--- config.mk ---
export PLATFORM = sky130hd
export DESIGN_NAME = serial_adder
export DESIGN_NICKNAME = d
export VERILOG_FILES = /design/src/rtl/serial_adder.sv
export SDC_FILE = /design/constraint.sdc
export NUM_CORES = 1
export LEC_CHECK = 0
export CAP_MARGIN = 10
export CORE_ASPECT_RATIO = 0.5
export CORE_MARGIN = 1.5
export CORE_UTILIZATION = 46
export CTS_CLUSTER_SIZE = 30
export DETAILED_ROUTE_END_ITERATION = 10
export GPL_ROUTABILITY_DRIVEN = 0
export MAX_ROUTING_LAYER = met4
export PLACE_DENSITY = 0.81
export SYNTH_ARGS = -nofsm -noshare
export SYNTH_HDL_FRONTEND = slang
export SYNTH_SLANG_ARGS = --single-unit
--- constraint.sdc ---
create_clock -name clk -period 1.7 [get_ports clk]
set_input_delay 0.425 -clock clk [delete_from_list [all_inputs] [get_ports clk]]
set_output_delay 0.425 -clock clk [all_outputs]
set_load 0.01 [all_outputs]
--- src/rtl/serial_adder.sv ---
// serial_adder: bit-serial adder/subtractor.
// A single full-adder cell plus a carry flip-flop processes the latched
// operands LSB-first, one bit per clock. Subtraction is done as
// a + ~b + 1. A one-cycle done pulse marks completion, and sum, cout and
// ovf are updated together on that completion edge.
module serial_adder #(
    parameter int WIDTH = 8
) (
    input  logic             clk,
    input  logic             rst,
    input  logic             start,
    input  logic             sub,
    input  logic [WIDTH-1:0] a,
    input  logic [WIDTH-1:0] b,
    input  logic             cin,
    output logic             busy,
    output logic             done,
    output logic [WIDTH-1:0] sum,
    output logic             cout,
    output logic             ovf
);

    localparam int CW = (WIDTH > 2) ? $clog2(WIDTH) : 1;
    // Counter value while the MSB is being processed (the final RUN edge).
    localparam logic [CW-1:0] LAST_BIT = CW'(WIDTH - 1);
    // Counter value while the bit just below the MSB is being processed.
    // The carry out of that bit is the carry into the MSB.
    localparam logic [CW-1:0] MSB_M1   = CW'(WIDTH - 2);

    typedef enum logic [1:0] {
        ST_IDLE = 2'd0,
        ST_RUN  = 2'd1,
        ST_DONE = 2'd2
    } state_t;

    state_t           state_r;
    state_t           state_nxt_s;
    logic             launch_s;
    logic             run_s;
    logic             last_s;
    logic             bit_s;
    logic             c_s;
    logic [WIDTH-1:0] res_nxt_s;

    logic [WIDTH-1:0] opa_r;
    logic [WIDTH-1:0] opb_r;
    logic [WIDTH-1:0] res_r;
    logic             carry_r;
    logic             cmsb_r;
    logic [CW-1:0]    cnt_r;
    logic             busy_r;
    logic             done_r;
    logic [WIDTH-1:0] sum_r;
    logic             cout_r;
    logic             ovf_r;

    // Majority of three inputs: the carry out of a full adder.
    function automatic logic maj3(input logic x, input logic y, input logic z);
        maj3 = (x & y) | (x & z) | (y & z);
    endfunction

    // Full-adder cell and the result register contents after this bit.
    always_comb begin
        bit_s     = opa_r[0] ^ opb_r[0] ^ carry_r;
        c_s       = maj3(opa_r[0], opb_r[0], carry_r);
        res_nxt_s = {bit_s, res_r[WIDTH-1:1]};
        last_s    = (cnt_r == LAST_BIT);
        run_s     = (state_r == ST_RUN);
    end

    // Next-state logic. A launch happens only when start is sampled in IDLE or DONE.
    always_comb begin
        state_nxt_s = state_r;
        launch_s    = 1'b0;
        case (state_r)
            ST_IDLE: begin
                if (start) begin
                    state_nxt_s = ST_RUN;
                    launch_s    = 1'b1;
                end else begin
                    state_nxt_s = ST_IDLE;
                end
            end
            ST_RUN: begin
                if (last_s) begin
                    state_nxt_s = ST_DONE;
                end else begin
                    state_nxt_s = ST_RUN;
                end
            end
            ST_DONE: begin
                if (start) begin
                    state_nxt_s = ST_RUN;
                    launch_s    = 1'b1;
                end else begin
                    state_nxt_s = ST_IDLE;
                end
            end
            default: begin
                state_nxt_s = ST_IDLE;
                launch_s    = 1'b0;
            end
        endcase
    end

    // State register. busy and done are registered from the next state,
    // so each one matches its state exactly.
    always_ff @(posedge clk or posedge rst) begin
        if (rst) begin
            state_r <= ST_IDLE;
            busy_r  <= 1'b0;
            done_r  <= 1'b0;
        end else begin
            state_r <= state_nxt_s;
            busy_r  <= (state_nxt_s == ST_RUN);
            done_r  <= (state_nxt_s == ST_DONE);
        end
    end

    // Operand shift registers, carry FF, carry-into-MSB FF and bit counter.
    always_ff @(posedge clk or posedge rst) begin
        if (rst) begin
            opa_r   <= {WIDTH{1'b0}};
            opb_r   <= {WIDTH{1'b0}};
            res_r   <= {WIDTH{1'b0}};
            carry_r <= 1'b0;
            cmsb_r  <= 1'b0;
            cnt_r   <= {CW{1'b0}};
        end else if (launch_s) begin
            opa_r   <= a;
            opb_r   <= sub ? ~b : b;
            carry_r <= sub ? 1'b1 : cin;
            cnt_r   <= {CW{1'b0}};
        end else if (run_s) begin
            opa_r   <= {1'b0, opa_r[WIDTH-1:1]};
            opb_r   <= {1'b0, opb_r[WIDTH-1:1]};
            res_r   <= res_nxt_s;
            carry_r <= c_s;
            cnt_r   <= cnt_r + CW'(1);
            if (cnt_r == MSB_M1) begin
                cmsb_r <= c_s;
            end else begin
                cmsb_r <= cmsb_r;
            end
        end else begin
            opa_r   <= opa_r;
            opb_r   <= opb_r;
            res_r   <= res_r;
            carry_r <= carry_r;
            cmsb_r  <= cmsb_r;
            cnt_r   <= cnt_r;
        end
    end

    // Result outputs. They are updated only on the completion edge and
    // hold the last result otherwise.
    always_ff @(posedge clk or posedge rst) begin
        if (rst) begin
            sum_r  <= {WIDTH{1'b0}};
            cout_r <= 1'b0;
            ovf_r  <= 1'b0;
        end else if (run_s && last_s) begin
            sum_r  <= res_nxt_s;
            cout_r <= c_s;
            ovf_r  <= cmsb_r ^ c_s;
        end else begin
            sum_r  <= sum_r;
            cout_r <= cout_r;
            ovf_r  <= ovf_r;
        end
    end

    assign busy = busy_r;
    assign done = done_r;
    assign sum  = sum_r;
    assign cout = cout_r;
    assign ovf  = ovf_r;

endmodule

==> summary.txt, run 1 <==
Final layout
  • Diodes inserted: 0
  • Share of cells above drive strength 1: 0.1394
  • Most frequent cells in the layout: dfrtp_1 (42), nand2_1 (39), clkdlybuf4s50_1 (32), nor2_1 (12), mux2_2 (10)
  • FF/Latch Area: 1051 um2
  • Area occupied by multi-input gates: 685.7 um2
  • Most common cell after layout, fill and taps aside: dfrtp_1
  • Synthesis-to-finish area growth: 29.05%
  • Total Nets Final: 232
  • FILL cells: 290
  • Non-filler cells in the finished layout: roughly 260

Route
  • Drt wl/cell: between 10 and 15 um
  • Initial DRC Count: 101
  • Vias post-DR: 1332
  • # DRC: 0
  • DR vias/cell: 5.143
  • Final WL: 3470 um
  • Antenna-violating nets left: 0
  • Initial DRT Pass Iterations: 4

Global routing
  • Vias in the first global route: 1174
  • Largest net degree at the start of global routing: 43
  • Total gr overflow: 0
  • Wire length of the first global-routing pass: 5513 um
  • Gr usage total: 0.1796
  • Initial antenna violation count: 0

Synth
  • Yosys warns: 0
  • Syn Inst Count: 168
  • Syn Area/Cell: 10.77 um2
  • Synth cell types: 28
  • Dominant cell type by area after synthesis: dfrtp_1
  • Synth Cell Area: 1809 um2
  • Syn_nets: a little under 200
  • Yosys reg bits: 42
  • Area share of the largest cell type after synthesis: 0.5809
  • Seq/Total Area, Yosys: 0.5809
  • Synth top area cells: dfrtp_1 (58%), nand2_1 (8.1%), mux2_2 (6.2%)

Power and ir drop
  • Clock share of power: 0.162
  • P_leak: 1.083 nW
  • Gate power share: 0.408
  • Sequential share of power: 0.430
  • Switching part of the total: 0.3467
  • Peak VDD IR: 0.6170 mV
  • P_sw: ~0.0014 W
  • P_int: 0.002657 W
  • Power Density: ~1700 nW/um2

Floorplan
  • I/O pins: 33
  • Die area: 4341 um2
  • Core area: approximately 3600 um2
  • Chip width: 91.69 um
  • Row cnt: 15
  • Die Y: 47.35 um
  • Starting Density: 0.5021

Placement
  • Port buffer count: 32
  • Placed insts: 250
  • Dpl hpwl: 2398 um

STA
  • Period utilization: 0.9476
  • Final Max Tran Viols: 0
  • Final hold vios: 0
  • Maximum clock rate: 0.6208 GHz
  • Crit path time final: approximately 1.6 ns
  • Final setup TNS: 0 ns
  • Slew @ Worst Pin: 0.6304 ns
  • Clk_skew: between 0.003 and 0.004 ns
  • Rel. slew slack: 0.5797
  • RSZ-0062 raised after global routing: false
  • Setup violators final: 0

Setup path
  • Critical path's top delay family: buffers and inverters
  • CP Class: reg2out
  • R2R setup slack: 0.09 ns
  • Crit Path Max Fanout: 2
  • Slowest cell delay on critical path: 0.55 ns
  • Crit path arrival time: 1.19 ns
  • Critical-path top delay cell: clkdlybuf4s50_1
  • Required @ worst endpoint: 1.27 ns
  • Crit-path cells: clkdlybuf4s50_1
  • Startpoint Class: register
  • CP bufs+invs: 1
  • Crit path capture type: primary output

Clock network
  • Num CTS Buffers: 5
  • Clock slew at reported path FFs: 0.08 ns
  • CTS tree: yes
  • TritonCTS Sinks: 42
  • Root buf cell: clkbuf_8
  • Post-CTS Hold Fix Bufs: 0
  • CTS Buffer Depth: 2
  • H-tree Lvls: 2
  • Clk_lat worst skew: 0.29 ns

Run status
  • Status: complete, no violations

Run
  • Number of max-cap violations: 0

Min path
  • HP Class: in2async
sequential cells by signal, summed over array words and instances, names as in the netlist:
register and cells:
opa_r 8, opb_r 8, sum 8, res_r 7
cnt_r 3, state_r 2, busy 1, carry_r 1
cmsb_r 1, cout 1, done 1, ovf 1
metrics by stage:
| stage | worst slack, ns | total power (W) | hold WS (ns) | utilization | instance area (um2) |
|---|---|---|---|---|---|
| after floorplan | 0.1129 | 0.002800 | 0.4418 | - | 1809 |
| after global placement | 0.07368 | 0.003347 | 0.4646 | 0.6205 | 2236 |
| after detailed placement | 0.02426 | 0.003436 | 0.4771 | 0.6205 | 2236 |
| after CTS | 0.04155 | 0.004098 | 0.4956 | 0.6458 | 2327 |
| after global routing | 0.02464 | 0.004366 | 0.5251 | 0.6479 | 2335 |
| final | 0.08913 | 0.004068 | 0.4902 | 0.6479 | 2335 |
cell type report:
cell class / instances / share of cell area
clock buffers: 7 / 0.03698
inverters: 4 / 0.006431
well taps: 51 / 0.02733
repair buffers: 43 / 0.1833
clock inverters: 1 / 0.002144
flip-flops and latches: 42 / 0.4502
multi-input cells: 111 / 0.2937
worst paths after layout:
path,start,end,cells past startpoint
setup / recovery,sum[7],sum[7],1
hold / removal,rst,res_r[1],3
setup reg to reg,cnt_r[0],sum[5],5
hold reg to reg,ovf,ovf,2
max in group asynchronous,rst,opb_r[1],3
min in group clk,ovf,ovf,2
cell usage after synthesis:
library cell	number
a211oi_1	1
a21oi_1	1
a221o_1	4
a22o_1	1
a22oi_1	5
a31oi_1	5
and2b_1	1
buf_2	7
buf_4	2
clkbuf_1	2
dfrtp_1	42
fa_1	1
ha_1	3
inv_1	4
mux2_2	10
nand2_1	39
nand2b_1	2
nand3_1	7
nand3b_1	1
nor2_1	12
nor2_2	1
nor2b_1	1
nor3_1	1
o21ai_0	4
o22ai_1	1
o2bb2ai_1	1
xnor2_1	5
xor2_1	4
power by group through the flow:
stage	Sequential (W)	Clock [W]	Combinational, W
after floorplan	0.00176	0	0.00104
after global placement	0.00175	0	0.00160
after detailed placement	0.00177	0	0.00167
after CTS	0.00175	0.000666	0.00168
after global routing	0.00181	0.000705	0.00185
final	0.00175	0.000658	0.00166
per-layer routing:
metal	vias to the layer above	wire length [um]	share of wire	track usage
li1	642	-	-	-
met1	648	1528	0.44	0.2338
met2	38	1700	0.49	0.2731
met3	4	207	0.060	0.04693
met4	0	33	0.0095	0.07692
met5	-	0	0	-
cells by family (layout without fill, tap and decap cells):
family	after synthesis	in the layout	synth area share
simple gates	65	65	0.1501
flops	42	42	0.5809
compound gates	23	23	0.09129
buf+inv	15	55	0.04011
mux	10	10	0.06224
xor+xnor	9	9	0.04357
fa+ha+maj	4	4	0.03181
repair_timing:
item,in CTS,in global routing
buffers inserted,0,1
hold endpoints to repair,0,0
endpoints found under the setup margin,0,9
gates resized for setup,0,0
Power figures use the tool's default switching activity.
==> run 2, diff against run 1 <==
Settings changed: SKIP_CTS_REPAIR_TIMING set to 1.
==> results of run 2 <==
The final DEF is identical to that of run 1; final timing and power are the same.
==> run 3, diff against run 2 <==
Settings changed: CTS_BUF_LIST set to sky130_fd_sc_hd__clkbuf_16, TNS_END_PERCENT set to 30.
==> summary.txt, run 3 (synthesized netlist as in run 1, its figures left out) <==
Final layout
  • FILL cells: 278
  • Non-filler cells in the finished layout: 259
  • Share of cells above drive strength 1: 0.1346
  • Diodes inserted: 0
  • Most common cell after layout, fill and taps aside: dfrtp_1
  • Most frequent cells in the layout: dfrtp_1 (42), nand2_1 (39), clkdlybuf4s50_1 (32), nor2_1 (12), mux2_2 (10)
  • Synthesis-to-finish area growth: 31.60%
  • Total Nets Final: 232

Global routing
  • Largest net degree at the start of global routing: 43
  • Initial antenna violation count: 0
  • Vias in the first global route: 1212
  • Wire length of the first global-routing pass: 5651 um
  • Total gr overflow: 0
  • Gr usage total: 0.1847

STA
  • RSZ-0062 raised after global routing: false
  • Final worst slack: 0.09816 ns
  • Crit path time final: 1.602 ns
  • Setup violators final: 0
  • Maximum clock rate: 0.6243 GHz
  • Clk_skew: roughly 0.0079 ns
  • Period utilization: 0.9423
  • Final setup TNS: 0 ns
  • Slew @ Worst Pin: 0.6103 ns
  • Final hold vios: 0
  • Final Max Tran Viols: 0
  • Rel. slew slack: 0.5931

Clock network
  • TritonCTS Sinks: 42
  • Root buf cell: clkbuf_16
  • CTS tree: yes
  • Clk_lat worst skew: 0.28 ns
  • CTS Buffer Depth: 2
  • H-tree Lvls: 2
  • Clock slew at reported path FFs: approximately 0.060 ns
  • Num CTS Buffers: 5

Power and ir drop
  • Switching part of the total: 0.3396
  • Power Density: approximately 1800 nW/um2
  • Total power: 0.004337 W
  • Sequential share of power: 0.406
  • Clock share of power: 0.207
  • P_leak: around 1.1 nW
  • Peak VDD IR: roughly 0.60 mV
  • Gate power share: 0.387
  • P_sw: 0.001473 W
  • P_int: 0.002864 W

Min path
  • Hold endpoint: ovf
  • HP Start: ovf
  • HP Class: reg2reg
  • Hold Crit Depth: 2

Setup path
  • Required @ worst endpoint: 1.86 ns
  • R2R setup slack: a little under 0.1 ns
  • Slowest cell delay on critical path: 0.42 ns
  • Critical-path top delay cell: dfrtp_1
  • Crit Path Max Fanout: 12
  • Crit path capture type: register
  • Startpoint Class: register
  • Most Frequent Cell on Critical Path: ha_1
  • Reg-to-Reg End: sum[3]
  • Crit path arrival time: ~1.8 ns
  • Crit-path cells: ha_1, ha_1, nand3b_1, buf_12, mux2_2
  • R2R Path Start: cnt_r[0]
  • R2r worst-path depth: 5
  • CP Launch Point: cnt_r[0]
  • CP Class: reg2reg

Placement
  • Placement Setup Slack: about 0.024 ns
  • Port buffer count: 32
  • Placed insts: 250
  • Dpl hpwl: 2398 um

Route
  • # DRC: 0
  • Drt wl/cell: 14.14 um
  • Initial DRC Count: 79
  • DR vias/cell: between 5 and 6
  • Initial DRT Pass Iterations: 5
  • Vias post-DR: 1359
  • Antenna-violating nets left: 0
  • Final WL: 3661 um

Floorplan
  • Starting Density: 0.5021
  • I/O pins: 33
  • Core area: 3603 um2
  • Row cnt: 15
  • Die area: 4341 um2
  • Die Y: roughly 47 um
  • Chip width: 91.69 um

Run status
  • Status: complete, no violations

Run
  • Number of max-cap violations: 0
run 3: per-stage QoR:
step | hold slack, ns | util | area (um2)
after floorplan | 0.4418 | - | 1809
after global placement | 0.4646 | 0.6205 | 2236
after detailed placement | 0.4771 | 0.6205 | 2236
after CTS | 0.4901 | 0.6587 | 2374
after global routing | 0.5187 | 0.6608 | 2381
final | 0.4865 | 0.6608 | 2381
run 3: worst max path at each step:
| stage | slack (ns) | end |
|---|---|---|
| 2_1_floorplan | 0.11 | cout |
| 3_3_place_gp | 0.07 | opb_r[4] |
| 3_5_place_dp | 0.02 | opb_r[5] |
| 4_1_cts | 0.05 | sum[4] |
| 5_1_grt | 0.02 | cout |
| 6_report | 0.1 | sum[3] |
run 3: cell type report:
cell class                 count  area, um2  share of cell area
multi-input combinational    111      685.7              0.2880
clock inverter                 3      12.51            0.005255
inverter                       4      15.01            0.006306
sequential                    42       1051              0.4414
timing repair buffer          43      427.9              0.1797
clock buffer                   5      125.1             0.05255
tap                           51      63.81             0.02680
run 3: worst max-delay path, delay by kind of cell, from the launching register on:
kind	cells	cell delay, ns
AND/OR/NAND/NOR	1	0.16
buffers and inverters	1	0.15
flip-flops	1	0.42
multiplexers	1	0.33
adder cells (fa/ha/maj)	2	0.43
run 3: layer usage:
layer,global-route usage,part of all wire,routed length (um),up-vias
li1,-,-,-,645
met1,0.2277,0.45,1636,657
met2,0.3015,0.48,1752,51
met3,0.03883,0.059,216,6
met4,0.09231,0.015,55,0
met5,-,0,0,-
run 3: power groups by stage:
stage | clock network (W) | logic (W) | registers, W
2_1_floorplan | 0 | 0.00104 | 0.00176
3_3_place_gp | 0 | 0.00160 | 0.00175
3_5_place_dp | 0 | 0.00167 | 0.00177
4_1_cts | 0.000899 | 0.00169 | 0.00176
5_1_grt | 0.000945 | 0.00186 | 0.00181
6_report | 0.000898 | 0.00168 | 0.00176
